[src/rtl/game_counter_tally.sv]
// Multimode up/down game counter with win/loss tallies feeding the winner-decision stage.
// Latency: count, tallies and flags are registered; each updates on the edge after its inputs.
// No backpressure: one step per enabled cycle; the block freezes in OVER until restart or reset.
module game_counter_tally #(
    parameter int WIDTH   = 4,
    parameter int SCORE_W = 4
) (
    input  logic               clk,
    input  logic               rst_n,
    input  logic               en,
    input  logic [1:0]         mode,
    input  logic               load,
    input  logic [WIDTH-1:0]   init_val,
    input  logic               restart,
    output logic [WIDTH-1:0]   count,
    output logic [SCORE_W-1:0] winner_cnt,
    output logic [SCORE_W-1:0] loser_cnt,
    output logic               winner_flag,
    output logic               loser_flag
);

    typedef enum logic [0:0] {
        RUN  = 1'b0,
        OVER = 1'b1
    } state_t;

    localparam logic [SCORE_W-1:0] SCORE_MAX = '1;
    localparam logic [WIDTH-1:0]   ALL_ONES  = '1;
    localparam logic [WIDTH-1:0]   ZERO      = '0;

    state_t             state, state_next;
    logic [WIDTH-1:0]   count_q, count_next;
    logic [SCORE_W-1:0] win_q, win_next;
    logic [SCORE_W-1:0] lose_q, lose_next;
    logic               wflag_q, wflag_next;
    logic               lflag_q, lflag_next;
    logic [WIDTH-1:0]   delta;
    logic [WIDTH-1:0]   step_val;

    // Step size as a WIDTH-bit two's-complement value, so the add wraps modulo 2^WIDTH.
    always_comb begin
        delta = '0;
        unique case (mode)
            2'b00:   delta = WIDTH'(1);
            2'b01:   delta = WIDTH'(2);
            2'b10:   delta = ALL_ONES;
            default: delta = {{(WIDTH-1){1'b1}}, 1'b0};
        endcase
        step_val = count_q + delta;
    end

    // Next state: restart beats load beats step; OVER holds everything except on restart.
    always_comb begin
        state_next = state;
        count_next = count_q;
        win_next   = win_q;
        lose_next  = lose_q;
        wflag_next = wflag_q;
        lflag_next = lflag_q;
        if (restart) begin
            state_next = RUN;
            count_next = init_val;
            win_next   = '0;
            lose_next  = '0;
            wflag_next = 1'b0;
            lflag_next = 1'b0;
        end else if (state == RUN) begin
            if (load) begin
                count_next = init_val;
            end else if (en) begin
                count_next = step_val;
                // Tallies are below SCORE_MAX while in RUN, so the increment cannot wrap.
                if (step_val == ALL_ONES) begin
                    win_next = win_q + 1'b1;
                    if (win_next == SCORE_MAX) begin
                        wflag_next = 1'b1;
                        state_next = OVER;
                    end
                end else if (step_val == ZERO) begin
                    lose_next = lose_q + 1'b1;
                    if (lose_next == SCORE_MAX) begin
                        lflag_next = 1'b1;
                        state_next = OVER;
                    end
                end
            end
        end
    end

    // State and datapath registers; reset clears everything without scoring.
    always_ff @(posedge clk or negedge rst_n) begin
        if (!rst_n) begin
            state   <= RUN;
            count_q <= '0;
            win_q   <= '0;
            lose_q  <= '0;
            wflag_q <= 1'b0;
            lflag_q <= 1'b0;
        end else begin
            state   <= state_next;
            count_q <= count_next;
            win_q   <= win_next;
            lose_q  <= lose_next;
            wflag_q <= wflag_next;
            lflag_q <= lflag_next;
        end
    end

    assign count       = count_q;
    assign winner_cnt  = win_q;
    assign loser_cnt   = lose_q;
    assign winner_flag = wflag_q;
    assign loser_flag  = lflag_q;

endmodule

[config.mk]
export PLATFORM = sky130hd
export DESIGN_NAME = game_counter_tally
export DESIGN_NICKNAME = d
export VERILOG_FILES = /design/src/rtl/game_counter_tally.sv
export SDC_FILE = /design/constraint.sdc
export NUM_CORES = 1
export LEC_CHECK = 0
export CAP_MARGIN = 20
export CORE_ASPECT_RATIO = 1.75
export CORE_MARGIN = 3
export CORE_UTILIZATION = 35
export DETAILED_ROUTE_END_ITERATION = 7
export PLACE_DENSITY = 0.7
export SYNTH_ARGS = -nofsm -noshare
export SYNTH_HDL_FRONTEND = slang
export SYNTH_SLANG_ARGS = --single-unit
[constraint.sdc]
create_clock -name clk -period 2.6 [get_ports clk]
set_input_delay 0.52 -clock clk [delete_from_list [all_inputs] [get_ports clk]]
set_output_delay 0.52 -clock clk [all_outputs]
set_load 0.1 [all_outputs]
==> results of run 1 <==
stage by stage:
step	power [mW]	hold slack (ns)	instances
6_report	0.785	0.491	176
5_1_grt	0.827	0.539	176
4_1_cts	0.794	0.500	176
3_5_place_dp	0.573	0.484	170
3_3_place_gp	0.568	0.480	170
2_1_floorplan	0.452	0.224	108
final timing paths:
path                                   startpoint                   endpoint
max                                       mode[0]  winner_cnt[3]$_DFFE_PN0P_
min                        loser_flag$_DFFE_PN0P_     loser_flag$_DFFE_PN0P_
max reg2reg                  count[0]$_DFFE_PN0P_  winner_cnt[3]$_DFFE_PN0P_
min reg2reg                loser_flag$_DFFE_PN0P_     loser_flag$_DFFE_PN0P_
max in group asynchronous                   rst_n       count[0]$_DFFE_PN0P_
min in group asynchronous                   rst_n       count[0]$_DFFE_PN0P_
power by group through the flow:
stage	Clock (mW)	Combinational [mW]	Sequential [mW]
final	0.190	0.334	0.262
after global placement	0	0.303	0.265
after CTS	0.197	0.335	0.262
after detailed placement	0	0.308	0.265
after global routing	0.206	0.357	0.263
after floorplan	0	0.106	0.346
logic make-up after synthesis:
family / synth area share (%)
AO/OA/AOI/OAI: 13.5
XOR/XNOR: 6.25
flip-flops: 38.3
adder cells (fa/ha/maj): 11.0
buffers and inverters: 3.95
multiplexers: 4.08
AND/OR/NAND/NOR: 23.0
cells in the mapped netlist:
master                          instances  area share (%)
sky130_fd_sc_hd__dfrtp_1               15              38
sky130_fd_sc_hd__nor2_1                 9             3.4
sky130_fd_sc_hd__o22a_1                 2             1.8
sky130_fd_sc_hd__nand3_1                4             2.0
sky130_fd_sc_hd__xnor2_1                4             3.6
sky130_fd_sc_hd__and3_4                 1             1.1
sky130_fd_sc_hd__ha_1                   7             8.9
sky130_fd_sc_hd__o221ai_1               1            0.89
sky130_fd_sc_hd__dlygate4sd1_1          1            0.89
sky130_fd_sc_hd__nor4_1                 2             1.3
sky130_fd_sc_hd__o31ai_1                1            0.77
sky130_fd_sc_hd__o32ai_1                1            0.89
sky130_fd_sc_hd__or4_4                  1             1.1
sky130_fd_sc_hd__nand2b_1               1            0.64
sky130_fd_sc_hd__mux2i_1                4             4.1
sky130_fd_sc_hd__or2_2                  3             1.9
sky130_fd_sc_hd__nand4_1                1            0.64
sky130_fd_sc_hd__clkbuf_1               1            0.38
sky130_fd_sc_hd__o21ai_0                8             4.1
sky130_fd_sc_hd__nand3b_1               2             1.5
sky130_fd_sc_hd__o21ai_1                1            0.51
sky130_fd_sc_hd__nand3_2                1             1.0
sky130_fd_sc_hd__a21oi_1                9             4.6
sky130_fd_sc_hd__inv_1                  7             2.7
sky130_fd_sc_hd__nand2_1               11             4.2
sky130_fd_sc_hd__or3b_2                 1            0.89
sky130_fd_sc_hd__xor2_1                 3             2.7
sky130_fd_sc_hd__or3_1                  4             2.6
sky130_fd_sc_hd__fa_1                   1             2.0
sky130_fd_sc_hd__nor3_1                 1            0.51
layout make-up:
class	count	share of cell area, %
sequential	15	27.1
tap	26	2.31
timing repair buffer	40	22.9
clock buffer	4	3.19
inverter	7	1.86
multi-input combinational	84	42.7
sequential cells by signal, indices dropped and copies added (netlist names):
signal	count
count	4
loser_cnt	4
loser_flag	1
state	1
winner_cnt	4
winner_flag	1
routing by layer:
layer	track usage (%)	share of wire [%]	up-vias
met2	28.0	58	19
met5	0	0	-
met3	2.84	2.7	4
met1	16.0	38	447
li1	-	-	460
met4	6.84	1.8	0
critical path, cell delays in order:
cell	delay [ns]
sky130_fd_sc_hd__dlygate4sd2_1	0.25
sky130_fd_sc_hd__or2_4	0.24
sky130_fd_sc_hd__fa_2	0.36
sky130_fd_sc_hd__xor2_2	0.21
sky130_fd_sc_hd__nand3_2	0.10
sky130_fd_sc_hd__or4_4	0.53
sky130_fd_sc_hd__or3_1	0.36
sky130_fd_sc_hd__a21oi_1	0.12
what timing repair did:
item | 4_1_cts | 5_1_grt
endpoints found under the setup margin | 8 | 0
hold buffers | 0 | 0
setup buffers | 2 | 0
gates resized for setup | 8 | 0
==> impl_metrics.json, run 1 <==
{
  "endpoint_arrival_time_on_the_critical_path_ns": 2.70,
  "cts_buffers": 3,
  "reg2reg_setup_slack_ns": 0.15,
  "postRouteAntennaNets": 0,
  "power_per_standard_cell_area_nw_per_um2": 557,
  "worst_skew_pair.late_latency_ns": 0.25,
  "critical_path_class": "primary input to register",
  "stdcell_area_um2": 1410,
  "synth-seq-area-share_pct": 38.3,
  "synth_cell_type_count": 30,
  "synth-warning-count": 0,
  "power.static_leakage_nw": 0.617,
  "place.detailed.hpwl_um": 1910,
  "switchingPower_uw": 282,
  "setup_tns_ns": 0,
  "hold_path_depth": 2,
  "h-tree-depth": 1,
  "finalWorstSetupSlack_ns": 0.0728,
  "synth.cell_area_um2": 981,
  "cap_viol_max_count": 0,
  "maximum_clock_path_buffer_count": 2,
  "power.share.sequential_pct": 33.3,
  "area_growth_pct": 43.7,
  "grt_pass1_wl_um": 4110,
  "instance_area_after_placement_um2": 1330,
  "avgViaCountPerCell": 5.28,
  "net_count_after_synthesis": 127,
  "drt_iter0_markers": 13,
  "grt_remaining_overflow": 0,
  "total_count_of_max_transition_violations_in_the_final_report": 0,
  "cts_sinks": 15,
  "dr_total_vias": 930,
  "numPortBuffers": 24,
  "num-nets-final": 170,
  "drt_wl_total_um": 2400,
  "die_y_um": 76.0,
  "filler_cell_count": 246,
  "grt_pass1_vias": 928,
  "globalplace.congestion": 0.805,
  "synthesized_area_per_cell_um2": 9.08,
  "multiInputGateArea_um2": 602,
  "number_of_antenna_violations_at_the_first_check_in_global_routing": 0,
  "top_achievable_clock_speed_mhz": 396,
  "cts_root_buffer": "sky130_fd_sc_hd__clkbuf_8",
  "final_period_minus_worst_setup_slack_ns": 2.53,
  "worstHoldPathType": "register to register",
  "post-route-drc-count": 0,
  "sw_frac_of_total_pct": 35.9,
  "timing.critical_path.required_ns": 2.78,
  "finalCoreUtilization_pct": 54.6,
  "clock_skew_ns": 0.00101,
  "critical_path_peak_fanout": 3,
  "synth_cells": 108,
  "path_clk_slew_ns": 0.06,
  "dieWidth_um": 46.0,
  "final_common_cell": "sky130_fd_sc_hd__buf_4",
  "detailedRoute.firstPassIterationCount": 4,
  "fp.coreArea_um2": 2580,
  "grt_setup_unrepaired": "false",
  "ir_drop_v": 0.000414,
  "outcome": "finished, final reports clean",
  "count_of_final_hold_check_violations": 0,
  "sequential_cell_area_um2": 382,
  "place_ws_ns": -0.476,
  "die-area_um2": 3500,
  "intPower_uw": 503,
  "share_of_post_route_cells_with_drive_strength_above_1_pct": 32.7,
  "worst_slew_pin_slew_ns": 0.710,
  "clock_tree_from_tritoncts": "done",
  "clockPowerShare_pct": 24.2,
  "io-pin-count": 25,
  "rows": 24,
  "most-common-layout-cells": "sky130_fd_sc_hd__buf_4 (30), sky130_fd_sc_hd__dfrtp_1 (12), sky130_fd_sc_hd__nand2_1 (11)",
  "wl_per_cell_um": 13.6,
  "worstRegToRegCells": 7,
  "diodes": 0,
  "final.period_utilization_pct": 97.2,
  "end_kind": "register",
  "globalRouteTotalUtil_pct": 15.6,
  "grt_max_degree": 16,
  "yosys_register_bits": 15,
  "timing.final.setup_violations": 0,
  "startpoint_type": "primary input",
  "power.combinational.fraction_pct": 42.5,
  "relSlewSlack_pct": 52.5,
  "start_util_pct": 38.0
}
Power figures use the tool's default switching activity.
==> run 2, diff against run 1 <==
--- a/config.mk
+++ b/config.mk
@@ -9,6 +9,7 @@
 export CORE_ASPECT_RATIO = 1.75
 export CORE_MARGIN = 3
 export CORE_UTILIZATION = 35
+export CTS_BUF_LIST = sky130_fd_sc_hd__clkbuf_8
 export DETAILED_ROUTE_END_ITERATION = 7
 export PLACE_DENSITY = 0.7
 export SYNTH_ARGS = -nofsm -noshare
==> impl_metrics.json, run 2 (synthesis results as in run 1) <==
{
  "power.static_leakage_nw": 0.621,
  "number_of_antenna_violations_at_the_first_check_in_global_routing": 0,
  "timing.rr.end": "winner_cnt[3]$_DFFE_PN0P_",
  "diodes": 0,
  "worst_hold_startpoint": "loser_flag$_DFFE_PN0P_",
  "dr_total_vias": 930,
  "num-nets-final": 170,
  "place.detailed.hpwl_um": 1910,
  "final_period_minus_worst_setup_slack_ns": 2.53,
  "wl_per_cell_um": 13.6,
  "top_achievable_clock_speed_mhz": 396,
  "regToRegStartpoint": "count[0]$_DFFE_PN0P_",
  "finalWorstSetupSlack_ns": 0.0724,
  "globalplace.congestion": 0.805,
  "share_of_post_route_cells_with_drive_strength_above_1_pct": 32.7,
  "finalCoreUtilization_pct": 54.6,
  "timing.critical_path.required_ns": 2.78,
  "endpoint_arrival_time_on_the_critical_path_ns": 2.70,
  "power_per_standard_cell_area_nw_per_um2": 554,
  "worst_skew_pair.late_latency_ns": 0.25,
  "worst_slew_pin_slew_ns": 0.710,
  "place_ws_ns": -0.476,
  "post-route-drc-count": 0,
  "maximum_clock_path_buffer_count": 2,
  "reg2reg_setup_slack_ns": 0.15,
  "start_util_pct": 38.0,
  "hold_path_depth": 2,
  "count_of_final_hold_check_violations": 0,
  "grt_max_degree": 16,
  "end_kind": "register",
  "fp.coreArea_um2": 2580,
  "grt_pass1_vias": 928,
  "grt_pass1_wl_um": 4110,
  "cts_buffers": 3,
  "numPortBuffers": 24,
  "critical_path_class": "primary input to register",
  "relSlewSlack_pct": 52.5,
  "dpl.cell_count": 170,
  "final.period_utilization_pct": 97.2,
  "grt_setup_unrepaired": "false",
  "grt_remaining_overflow": 0,
  "path_clk_slew_ns": 0.06,
  "io-pin-count": 25,
  "die_y_um": 76.0,
  "setup_tns_ns": 0,
  "drt_wl_total_um": 2400,
  "hold_fix_buffer_count_after_cts": 0,
  "cts_root_buffer": "sky130_fd_sc_hd__clkbuf_8",
  "h-tree-depth": 1,
  "worstHoldPathType": "register to register",
  "clock_tree_from_tritoncts": "done",
  "final_common_cell": "sky130_fd_sc_hd__buf_4",
  "die-area_um2": 3500,
  "dieWidth_um": 46.0,
  "timing.final.setup_violations": 0,
  "endpoint_of_the_worst_hold_timing_path": "loser_flag$_DFFE_PN0P_",
  "most-common-layout-cells": "sky130_fd_sc_hd__buf_4 (30), sky130_fd_sc_hd__dfrtp_1 (12), sky130_fd_sc_hd__nand2_1 (11)",
  "cap_viol_max_count": 0,
  "total_count_of_max_transition_violations_in_the_final_report": 0,
  "cts_sinks": 15,
  "area_growth_pct": 43.7,
  "ir_drop_v": 0.000414,
  "startpoint_type": "primary input",
  "rows": 24,
  "avgViaCountPerCell": 5.28,
  "worstRegToRegCells": 7,
  "outcome": "finished, final reports clean",
  "drt_iter0_markers": 13,
  "critical_path_peak_fanout": 3,
  "postRouteAntennaNets": 0,
  "clock_skew_ns": 0.00101,
  "globalRouteTotalUtil_pct": 15.6,
  "detailedRoute.firstPassIterationCount": 4,
  "layout.cells.non_filler": 176
}
[run 2: per-stage QoR]
| stage | total power [mW] | hold slack [ns] | area, um^2 |
|---|---|---|---|
| 2_1_floorplan | 0.452 | 0.224 | 997 |
| 3_3_place_gp | 0.568 | 0.480 | 1330 |
| 3_5_place_dp | 0.573 | 0.484 | 1330 |
| 4_1_cts | 0.790 | 0.500 | 1410 |
| 5_1_grt | 0.824 | 0.539 | 1410 |
| 6_report | 0.781 | 0.491 | 1410 |
[run 2: what timing repair did]
item / in CTS / in global routing
buffers inserted: 2 / 0
gates resized for setup: 8 / 0
setup endpoints to repair: 8 / 0
[run 2: critical path: stages]
cell and delay [ns]:
sky130_fd_sc_hd__dlygate4sd2_1 0.25, sky130_fd_sc_hd__or2_4 0.24, sky130_fd_sc_hd__fa_2 0.36, sky130_fd_sc_hd__xor2_2 0.21, sky130_fd_sc_hd__nand3_2 0.10, sky130_fd_sc_hd__or4_4 0.53
sky130_fd_sc_hd__or3_1 0.36, sky130_fd_sc_hd__a21oi_1 0.12
[run 2: power breakdown]
part / total, mW / internal [mW] / leakage [nW] / switching (mW)
clock: 0.186 / 0.105 / 0.0269 / 0.0813
combinational: 0.334 / 0.147 / 0.397 / 0.187
sequential: 0.262 / 0.247 / 0.197 / 0.0144
total: 0.781 / 0.499 / 0.621 / 0.282
[run 2: layout make-up]
type	count	area [um^2]
Clock inverter	1	3.75
Multi-Input combinational cell	84	602
Tap cell	26	32.5
Inverter	7	26.3
Timing Repair Buffer	40	323
Clock buffer	3	41.3
Fill cell	246	1170
Sequential cell	15	382
[run 2: how the worst max path moves through the flow]
stage                     cells past startpoint  slack (ns)     from                         to
after floorplan                               7        0.01  mode[0]  winner_cnt[2]$_DFFE_PN0P_
after global placement                        8       -0.40  mode[0]  winner_cnt[2]$_DFFE_PN0P_
after detailed placement                      9       -0.48  mode[0]   loser_cnt[3]$_DFFE_PN0P_
after CTS                                     8        0.07  mode[1]  winner_cnt[3]$_DFFE_PN0P_
after global routing                          8        0.01  mode[1]  winner_cnt[3]$_DFFE_PN0P_
final                                         8        0.07  mode[0]  winner_cnt[3]$_DFFE_PN0P_
[run 2: layer usage]
layer / track usage (%) / wire length [um] / part of all wire [%]
met1: 16.0 / 903 / 38
met2: 28.0 / 1380 / 58
met3: 2.84 / 65 / 2.7
met4: 6.84 / 44 / 1.8
met5: 0 / 0 / 0
==> run 3, diff against run 2 <==
--- a/config.mk
+++ b/config.mk
@@ -11,7 +11,9 @@
 export CORE_UTILIZATION = 35
 export CTS_BUF_LIST = sky130_fd_sc_hd__clkbuf_8
 export DETAILED_ROUTE_END_ITERATION = 7
-export PLACE_DENSITY = 0.7
+export DONT_BUFFER_PORTS = 1
+export HOLD_SLACK_MARGIN = 0.05
+export PLACE_DENSITY = 0.59
 export SYNTH_ARGS = -nofsm -noshare
 export SYNTH_HDL_FRONTEND = slang
 export SYNTH_SLANG_ARGS = --single-unit
==> impl_metrics.json, run 3 (synthesis results as in run 1) <==
{
  "count_of_final_hold_check_violations": 0,
  "worstHoldPathType": "primary input to register",
  "postRouteAntennaNets": 0,
  "num-nets-final": 147,
  "startpoint_type": "register",
  "critical_path_peak_fanout": 3,
  "ir_drop_v": 0.000341,
  "io-pin-count": 25,
  "power.combinational.fraction_pct": 36.0,
  "grt_setup_unrepaired": "false",
  "worst_slew_pin_slew_ns": 0.911,
  "filler_cell_count": 267,
  "finalWorstSetupSlack_ns": 0.126,
  "drt_wl_total_um": 2190,
  "cts_buffers": 3,
  "final_period_minus_worst_setup_slack_ns": 2.47,
  "instance_area_after_placement_um2": 1140,
  "wl_per_cell_um": 14.3,
  "die_y_um": 76.0,
  "start_util_pct": 38.0,
  "drt_iter0_markers": 15,
  "power_per_standard_cell_area_nw_per_um2": 580,
  "grt_remaining_overflow": 0,
  "grt_max_degree": 16,
  "number_of_antenna_violations_at_the_first_check_in_global_routing": 0,
  "cap_viol_max_count": 0,
  "share_of_post_route_cells_with_drive_strength_above_1_pct": 24.4,
  "power.static_leakage_nw": 0.514,
  "globalplace.congestion": 0.748,
  "clockPowerShare_pct": 26.8,
  "total_count_of_max_transition_violations_in_the_final_report": 0,
  "diodes": 0,
  "detailedRoute.firstPassIterationCount": 4,
  "maximum_clock_path_buffer_count": 2,
  "grt_pass1_vias": 843,
  "postCtsResizedCells": 0,
  "place.detailed.hpwl_um": 1750,
  "die-area_um2": 3500,
  "intPower_uw": 435,
  "top_achievable_clock_speed_mhz": 404,
  "cts_setup_buffers": 0,
  "critical_path_class": "register to register",
  "endpoint_arrival_time_on_the_critical_path_ns": 2.64,
  "area_growth_pct": 21.6,
  "rows": 24,
  "grt_pass1_wl_um": 3670,
  "h-tree-depth": 1,
  "final.period_utilization_pct": 95.2,
  "dr_total_vias": 854,
  "fp.coreArea_um2": 2580,
  "clock_skew_ns": 0.00315,
  "end_kind": "register",
  "sw_frac_of_total_pct": 37.1,
  "dieWidth_um": 46.0,
  "timing.final.setup_violations": 0,
  "stdcell_area_um2": 1190,
  "post-route-drc-count": 0,
  "cts_sinks": 15,
  "worst_skew_pair.late_latency_ns": 0.25,
  "place_ws_ns": -0.0748,
  "avgViaCountPerCell": 5.58,
  "timing.critical_path.required_ns": 2.76,
  "switchingPower_uw": 257,
  "relSlewSlack_pct": 39.2,
  "most-common-layout-cells": "sky130_fd_sc_hd__buf_4 (16), sky130_fd_sc_hd__dfrtp_1 (12), sky130_fd_sc_hd__nand2_1 (11)",
  "clock_tree_from_tritoncts": "done",
  "path_clk_slew_ns": 0.06,
  "multiInputGateArea_um2": 577,
  "globalRouteTotalUtil_pct": 13.7,
  "sequential_cell_area_um2": 382,
  "power.share.sequential_pct": 37.2,
  "outcome": "finished, final reports clean",
  "final_common_cell": "sky130_fd_sc_hd__buf_4",
  "numPortBuffers": 0,
  "cts_root_buffer": "sky130_fd_sc_hd__clkbuf_8"
}
-- run 3: worst paths after layout --
| check | start | endpoint | slack, ns | depth (start not counted) |
|---|---|---|---|---|
| max | count[0]$_DFFE_PN0P_ | winner_cnt[2]$_DFFE_PN0P_ | 0.13 | 7 |
| min in group asynchronous | rst_n | loser_cnt[3]$_DFFE_PN0P_ | 0.76 | 1 |
| max reg2reg | count[0]$_DFFE_PN0P_ | winner_cnt[2]$_DFFE_PN0P_ | 0.13 | 7 |
| min reg2reg | loser_cnt[1]$_DFFE_PN0P_ | loser_cnt[1]$_DFFE_PN0P_ | 0.59 | 2 |
| min | restart | loser_cnt[3]$_DFFE_PN0P_ | 0.33 | 1 |
| max in group asynchronous | rst_n | count[0]$_DFFE_PN0P_ | 1.33 | 1 |
-- run 3: worst max-delay path, cell delays in order, from the launching register on --
cell                      delay (ns)
sky130_fd_sc_hd__dfrtp_4        0.48
sky130_fd_sc_hd__ha_2           0.20
sky130_fd_sc_hd__fa_1           0.41
sky130_fd_sc_hd__xor2_2         0.20
sky130_fd_sc_hd__nand3_2        0.12
sky130_fd_sc_hd__or4_4          0.50
sky130_fd_sc_hd__or3_1          0.32
sky130_fd_sc_hd__a21oi_1        0.17
-- run 3: area by class of cell --
| type | instances | area share (%) |
|---|---|---|
| clock buffers | 3 | 3.46 |
| clock inverters | 1 | 0.315 |
| inverters | 7 | 2.20 |
| multi-input cells | 84 | 48.4 |
| flip-flops and latches | 15 | 32.0 |
| well taps | 26 | 2.73 |
| repair buffers | 17 | 10.9 |
-- run 3: power groups by stage --
stage | sequential (mW) | combinational (mW) | clock [mW]
5_1_grt | 0.260 | 0.267 | 0.199
3_3_place_gp | 0.262 | 0.240 | 0
6_report | 0.258 | 0.249 | 0.185
2_1_floorplan | 0.346 | 0.106 | 0
4_1_cts | 0.258 | 0.251 | 0.190
3_5_place_dp | 0.262 | 0.244 | 0
-- run 3: layer usage --
layer	part of all wire [%]	track usage [%]	routed length, um	up-vias
met5	0	0	0	-
met3	3.9	2.13	85	6
met1	37	16.6	805	417
met4	2.1	5.13	46	0
li1	-	-	-	412
met2	57	23.1	1250	19
-- run 3: timing repair --
action,4_1_cts,5_1_grt
hold buffers,1,0
endpoints found under the setup margin,0,0
endpoints found under the hold margin,15,0
-- run 3: metrics by stage --
step	hold WS (ns)	util, %	std cells	setup TNS (ns)	total power [mW]
2_1_floorplan	0.224	-	108	0	0.452
3_3_place_gp	0.225	44.0	148	0	0.502
3_5_place_dp	0.225	44.0	148	-0.108	0.506
4_1_cts	0.324	46.2	153	0	0.699
5_1_grt	0.320	46.2	153	0	0.725
6_report	0.330	46.2	153	0	0.692
